### config.mk
export PLATFORM = sky130hd
export DESIGN_NAME = fifo_rr_sched
export DESIGN_NICKNAME = d
export VERILOG_FILES = /design/src/rtl/fifo_rr_sched.sv
export SDC_FILE = /design/constraint.sdc
export NUM_CORES = 1
export LEC_CHECK = 0
export ABC_AREA = 1
export ABC_CLOCK_PERIOD_IN_PS = 1200
export BUFFER_PORTS_ARGS = -buffer_cell sky130_fd_sc_hd__buf_2
export CELL_PAD_IN_SITES_DETAIL_PLACEMENT = 1
export CELL_PAD_IN_SITES_GLOBAL_PLACEMENT = 2
export CORE_MARGIN = 2
export CORE_UTILIZATION = 22
export DETAILED_ROUTE_END_ITERATION = 10
export GPL_TIMING_DRIVEN = 0
export PLACE_DENSITY_LB_ADDON = 0.3
export SYNTH_ARGS = -nofsm -noshare
export SYNTH_HDL_FRONTEND = slang
export SYNTH_SLANG_ARGS = --single-unit
### constraint.sdc
create_clock -name clk -period 1.2 [get_ports clk]
set_input_delay 0.24 -clock clk [delete_from_list [all_inputs] [get_ports clk]]
set_output_delay 0.24 -clock clk [all_outputs]
set_load 0.01 [all_outputs]
### src/rtl/fifo_rr_sched.sv
// fifo_rr_sched
// Round-robin read scheduler for four channel FIFOs. A grant serves up to
// burst_len words from one channel. Each word is read, captured when the
// FIFO acknowledges it, and then held on the output until downstream takes it.
//
// Ports
//   clk         system clock, rising edge
//   rst         synchronous reset, active low
//   fifo_empty  per-channel empty flags
//   fifo_valid  per-channel read acknowledge, one cycle after fifo_rd_en
//   fifo_dout   per-channel data, channel n at [n*dta_width +: dta_width]
//   fifo_rd_en  per-channel read enable, one-hot or zero
//   out_data    held data word
//   out_chan    source channel of out_data
//   out_valid   out_data/out_chan hold a word not yet accepted
//   out_ready   downstream accepts the word when high with out_valid
//   out_last    final word of the current grant
//
// state | meaning
// IDLE  | pick the next non-empty channel after last_grant
// RD    | issue one read to the granted channel
// WAIT  | capture the acknowledged word
// HOLD  | present the word until out_ready
module fifo_rr_sched #(
  parameter int unsigned dta_width = 8,
  parameter int unsigned burst_len = 4
) (
  input  logic                   clk,
  input  logic                   rst,
  input  logic [3:0]             fifo_empty,
  input  logic [3:0]             fifo_valid,
  input  logic [4*dta_width-1:0] fifo_dout,
  output logic [3:0]             fifo_rd_en,
  output logic [dta_width-1:0]   out_data,
  output logic [1:0]             out_chan,
  output logic                   out_valid,
  input  logic                   out_ready,
  output logic                   out_last
);

  localparam logic [4:0] BURST_MAX = 5'(burst_len);

  typedef enum logic [1:0] {
    IDLE = 2'd0,
    RD   = 2'd1,
    WAIT = 2'd2,
    HOLD = 2'd3
  } state_t;

  state_t                 state_q, state_d;
  logic [1:0]             grant_q, grant_d;
  logic [1:0]             last_grant_q, last_grant_d;
  logic [4:0]             burst_cnt_q, burst_cnt_d;
  logic [4:0]             burst_cnt_inc;
  logic [dta_width-1:0]   out_data_q, out_data_d;
  logic [1:0]             out_chan_q, out_chan_d;
  logic                   out_valid_q, out_valid_d;
  logic                   out_last_q, out_last_d;

  logic                   rr_found;
  logic [1:0]             rr_pick;
  logic [1:0]             rr_cand;

  // Search starts one past the last grant; the 4th candidate wraps back to
  // last_grant itself so a lone busy channel can be re-granted.
  always_comb begin
    rr_found = 1'b0;
    rr_pick  = 2'd0;
    rr_cand  = 2'd0;
    for (int i = 1; i <= 4; i++) begin
      rr_cand = last_grant_q + 2'(i);
      if (!rr_found && !fifo_empty[rr_cand]) begin
        rr_found = 1'b1;
        rr_pick  = rr_cand;
      end
    end
  end

  assign burst_cnt_inc = (burst_cnt_q < BURST_MAX) ? burst_cnt_q + 5'd1 : burst_cnt_q;

  always_comb begin
    state_d      = state_q;
    grant_d      = grant_q;
    last_grant_d = last_grant_q;
    burst_cnt_d  = burst_cnt_q;
    out_data_d   = out_data_q;
    out_chan_d   = out_chan_q;
    out_valid_d  = out_valid_q;
    out_last_d   = out_last_q;

    case (state_q)
      IDLE: begin
        if (rr_found) begin
          grant_d     = rr_pick;
          burst_cnt_d = 5'd0;
          state_d     = RD;
        end
      end

      RD: begin
        if (!fifo_empty[grant_q]) begin
          state_d = WAIT;
        end else begin
          last_grant_d = grant_q;
          state_d      = IDLE;
        end
      end

      WAIT: begin
        if (fifo_valid[grant_q]) begin
          out_data_d  = fifo_dout[grant_q*dta_width +: dta_width];
          out_chan_d  = grant_q;
          out_valid_d = 1'b1;
          burst_cnt_d = burst_cnt_inc;
          // Empty here already reflects the word just read, so this flags
          // the word that drains the channel.
          out_last_d  = (burst_cnt_inc == BURST_MAX) || fifo_empty[grant_q];
          state_d     = HOLD;
        end else begin
          last_grant_d = grant_q;
          state_d      = IDLE;
        end
      end

      HOLD: begin
        if (out_ready) begin
          out_valid_d = 1'b0;
          out_last_d  = 1'b0;
          if ((burst_cnt_q < BURST_MAX) && !fifo_empty[grant_q]) begin
            state_d = RD;
          end else begin
            last_grant_d = grant_q;
            state_d      = IDLE;
          end
        end
      end

      default: state_d = IDLE;
    endcase
  end

  always_ff @(posedge clk) begin
    if (!rst) begin
      state_q      <= IDLE;
      grant_q      <= 2'd0;
      last_grant_q <= 2'd3;
      burst_cnt_q  <= 5'd0;
      out_data_q   <= '0;
      out_chan_q   <= 2'd0;
      out_valid_q  <= 1'b0;
      out_last_q   <= 1'b0;
    end else begin
      state_q      <= state_d;
      grant_q      <= grant_d;
      last_grant_q <= last_grant_d;
      burst_cnt_q  <= burst_cnt_d;
      out_data_q   <= out_data_d;
      out_chan_q   <= out_chan_d;
      out_valid_q  <= out_valid_d;
      out_last_q   <= out_last_d;
    end
  end

  // The read strobe is decided in RD itself so a channel that emptied since
  // the grant is never underflowed; gating with rst keeps reads off during reset.
  always_comb begin
    fifo_rd_en = 4'b0000;
    if (rst && (state_q == RD) && !fifo_empty[grant_q]) begin
      fifo_rd_en[grant_q] = 1'b1;
    end
  end

  assign out_data  = out_data_q;
  assign out_chan  = out_chan_q;
  assign out_valid = out_valid_q;
  assign out_last  = out_last_q;

endmodule

==> run metrics <==
Post-synth ARST share 0; crit path max fanout 8; DIE HEIGHT a little under 90 µm; vias in the first global route 1945; endpoints failing hold 0; CTS root buffer clkbuf_8; DRC 0; CTS hold repair buffers 0; Leak Pwr around 1.2 nW; mapped cell area about 1600 µm²; Crit path required time ~960 ps; Via density about 4.5; outcome finished with violations; Clock Tree Buf Depth 2; CP Class flop to output port; XOR/XNOR Fraction of Synth Area 0.00562; largest net degree at the start of global routing 14; antenna diode count 0; f_max 590 MHz; Final Critical Period 1690 ps; Synth Area in Compound Gates 0.167; mux contribution to synthesized area 0; Ports approximately 60; DP Area 2040 µm²; RD Place Congestion 0.781; failing checks setup timing; Worst slew margin 0.640; commonest non-fill, non-tap cells in the layout 59 x buf_2, 46 x nand2_1, 22 x nand2_2, 22 x nand3_1; FF-to-FF Start grant_q[0]; Worst Setup Slack, final -494 ps; Top FF cell, synth dfxtp_1; Worst Max-Slew Pin Slew 538 ps; number of buffers created by CTS 3; Pre-antenna DRT Iters 3; Rows 30; total wire length slightly below 6000 µm; Worst Hold Class primary input to flop; Place WS -378 ps; cell area after layout roughly 2500 µm²; Hold Path Origin fifo_dout[23]; layout cells sized above 1 0.508; Iter 0 DRT Violations 66; clock sink total 23; Setup crit end kind output port; RSZ-0062 raised after global routing true; port bufs between 50 and 60; max_cap viols 0; # H-tree levels 1; Yosys warnings 0; dpl hpwl between 4000 and 5000 µm; Die Width a little under 90 µm; antenna violation net count after detailed routing 0; core area around 6800 µm²; commonest non-fill, non-tap cell in the layout buf_2; Reg clk slew, reported paths roughly 90 ps; post-synthesis adder-cell area fraction 0.00803; Total GRT Usage 0.151; crit path DAT around 1500 ps; clk_lat worst skew roughly 270 ps; TritonCTS clock tree done; Post-Synth Simple-Gate Area 0.403; area delta synth->final 61.8%; first-pass GRT wire length a little over 9000 µm; Layout Nets ~380; final setup vio count 26; PwrDens between 1500 and 2000 nW/µm²; critical path launch point type flop; Slew Limit Fails 0; Critical Path Source grant_q[0]; period utilisation layout 1.41; via count 1950; largest family of logic cells by synthesized area simple AND/OR/NAND/NOR gates; Starting Density 0.228; syn nets about 300; total gr overflow 0; Max Clock Skew between 1.5 and 2 ps; Worst IR Drop VDD ~0.55 mV; sequential area share after synthesis 0.295; initial antenna violation count 0; Netlist cell types 25; die area 7780 µm²; #FFs+latches synth 23; number of flops mapped to enable cells by yosys 0; Post-Syn Instances about 250; synthesized area per cell 6.16 µm²; WL per Instance 13.6 µm
==> layer usage <==
| layer | GRT usage | wire length, µm | share of wire |
|---|---|---|---|
| met5 | 0 | 0 | 0 |
| met4 | 0.0289 | 47 | 0.0081 |
| met3 | 0.0273 | 254 | 0.044 |
| met2 | 0.266 | 2950 | 0.51 |
| met1 | 0.192 | 2580 | 0.44 |
==> stage by stage <==
step	hold WS, ps	cells	setup TNS [ps]	power, W	util
after floorplan	391	253	-614	0.00279	-
after global placement	420	407	-6080	0.00341	0.299
after detailed placement	421	407	-6380	0.00342	0.299
after CTS	245	424	-6510	0.00437	0.334
after global routing	252	429	-9160	0.00532	0.369
final	245	429	-6240	0.00492	0.369
==> repair_timing <==
action | in CTS | in global routing
endpoints found under the setup margin | 26 | 27
setup buffers | 14 | 4
pin swaps | 16 | 17
cloned | 1 | 1
resized for setup | 36 | 52
==> cells in the mapped netlist (4+ instances only) <==
cell type | instances | area [µm²]
a21oi_1 | 14 | 70.1
nand2_2 | 8 | 50.1
nor2_1 | 18 | 67.6
nor3_1 | 4 | 20.0
nand2_1 | 69 | 259
o21ai_0 | 10 | 50.1
a31oi_1 | 17 | 106
o21ai_1 | 5 | 25.0
inv_2 | 4 | 15.0
inv_1 | 23 | 86.3
nand3_1 | 31 | 155
buf_2 | 4 | 20.0
clkbuf_1 | 5 | 18.8
dfxtp_1 | 23 | 460
==> flip-flops by register name (all words and copies together) (netlist names) <==
register and flops:
out_data 8, burst_cnt_q 5, grant_q 2, last_grant_q 2
out_chan 2, state_q 2, out_last 1, out_valid 1
==> worst max-delay path, cell delays in order, from the launching register on <==
cell	delay (ps)
dfxtp_4	390
nand2_2	70
o21ai_2	50
nand2_1	90
and2_4	170
nand3_4	120
nor3_4	140
buf_2	150
==> where the power goes <==
part / total [W] / leakage, nW / switching (W) / internal [W]
Sequential: 0.00116 / 0.189 / 0.000211 / 0.000948
Clock: 0.000518 / 0.0255 / 0.000285 / 0.000233
Combinational: 0.00324 / 1.01 / 0.00196 / 0.00128
Total: 0.00492 / 1.23 / 0.00246 / 0.00246
==> cells by family after synthesis <==
group / count (synthesis)
AND/OR/NAND/NOR: 140
AO/OA/AOI/OAI: 47
buffers and inverters: 41
flip-flops: 23
XOR/XNOR: 1
adder cells (fa/ha/maj): 1
==> final cells by class <==
cell class                      count  area [µm²]
Buffer                             11        83.8
Clock buffer                        3        41.3
Clock inverter                      1        5.00
Fill cell                         922        4310
Inverter                           28         125
Multi-Input combinational cell    189        1200
Sequential cell                    23         475
Tap cell                           96         120
Timing Repair Buffer               78         473
==> path summary, 6_finish.rpt <==
path / to / slack [ps] / depth (start not counted)
worst max-delay path: fifo_rd_en[3] / -490 / 7
worst min-delay path: out_data[7] / 240 / 3
worst max register to register: last_grant_q[0] / -460 / 12
worst min register to register: burst_cnt_q[3] / 440 / 2
No activity file was read; power rests on OpenSTA's default activity.
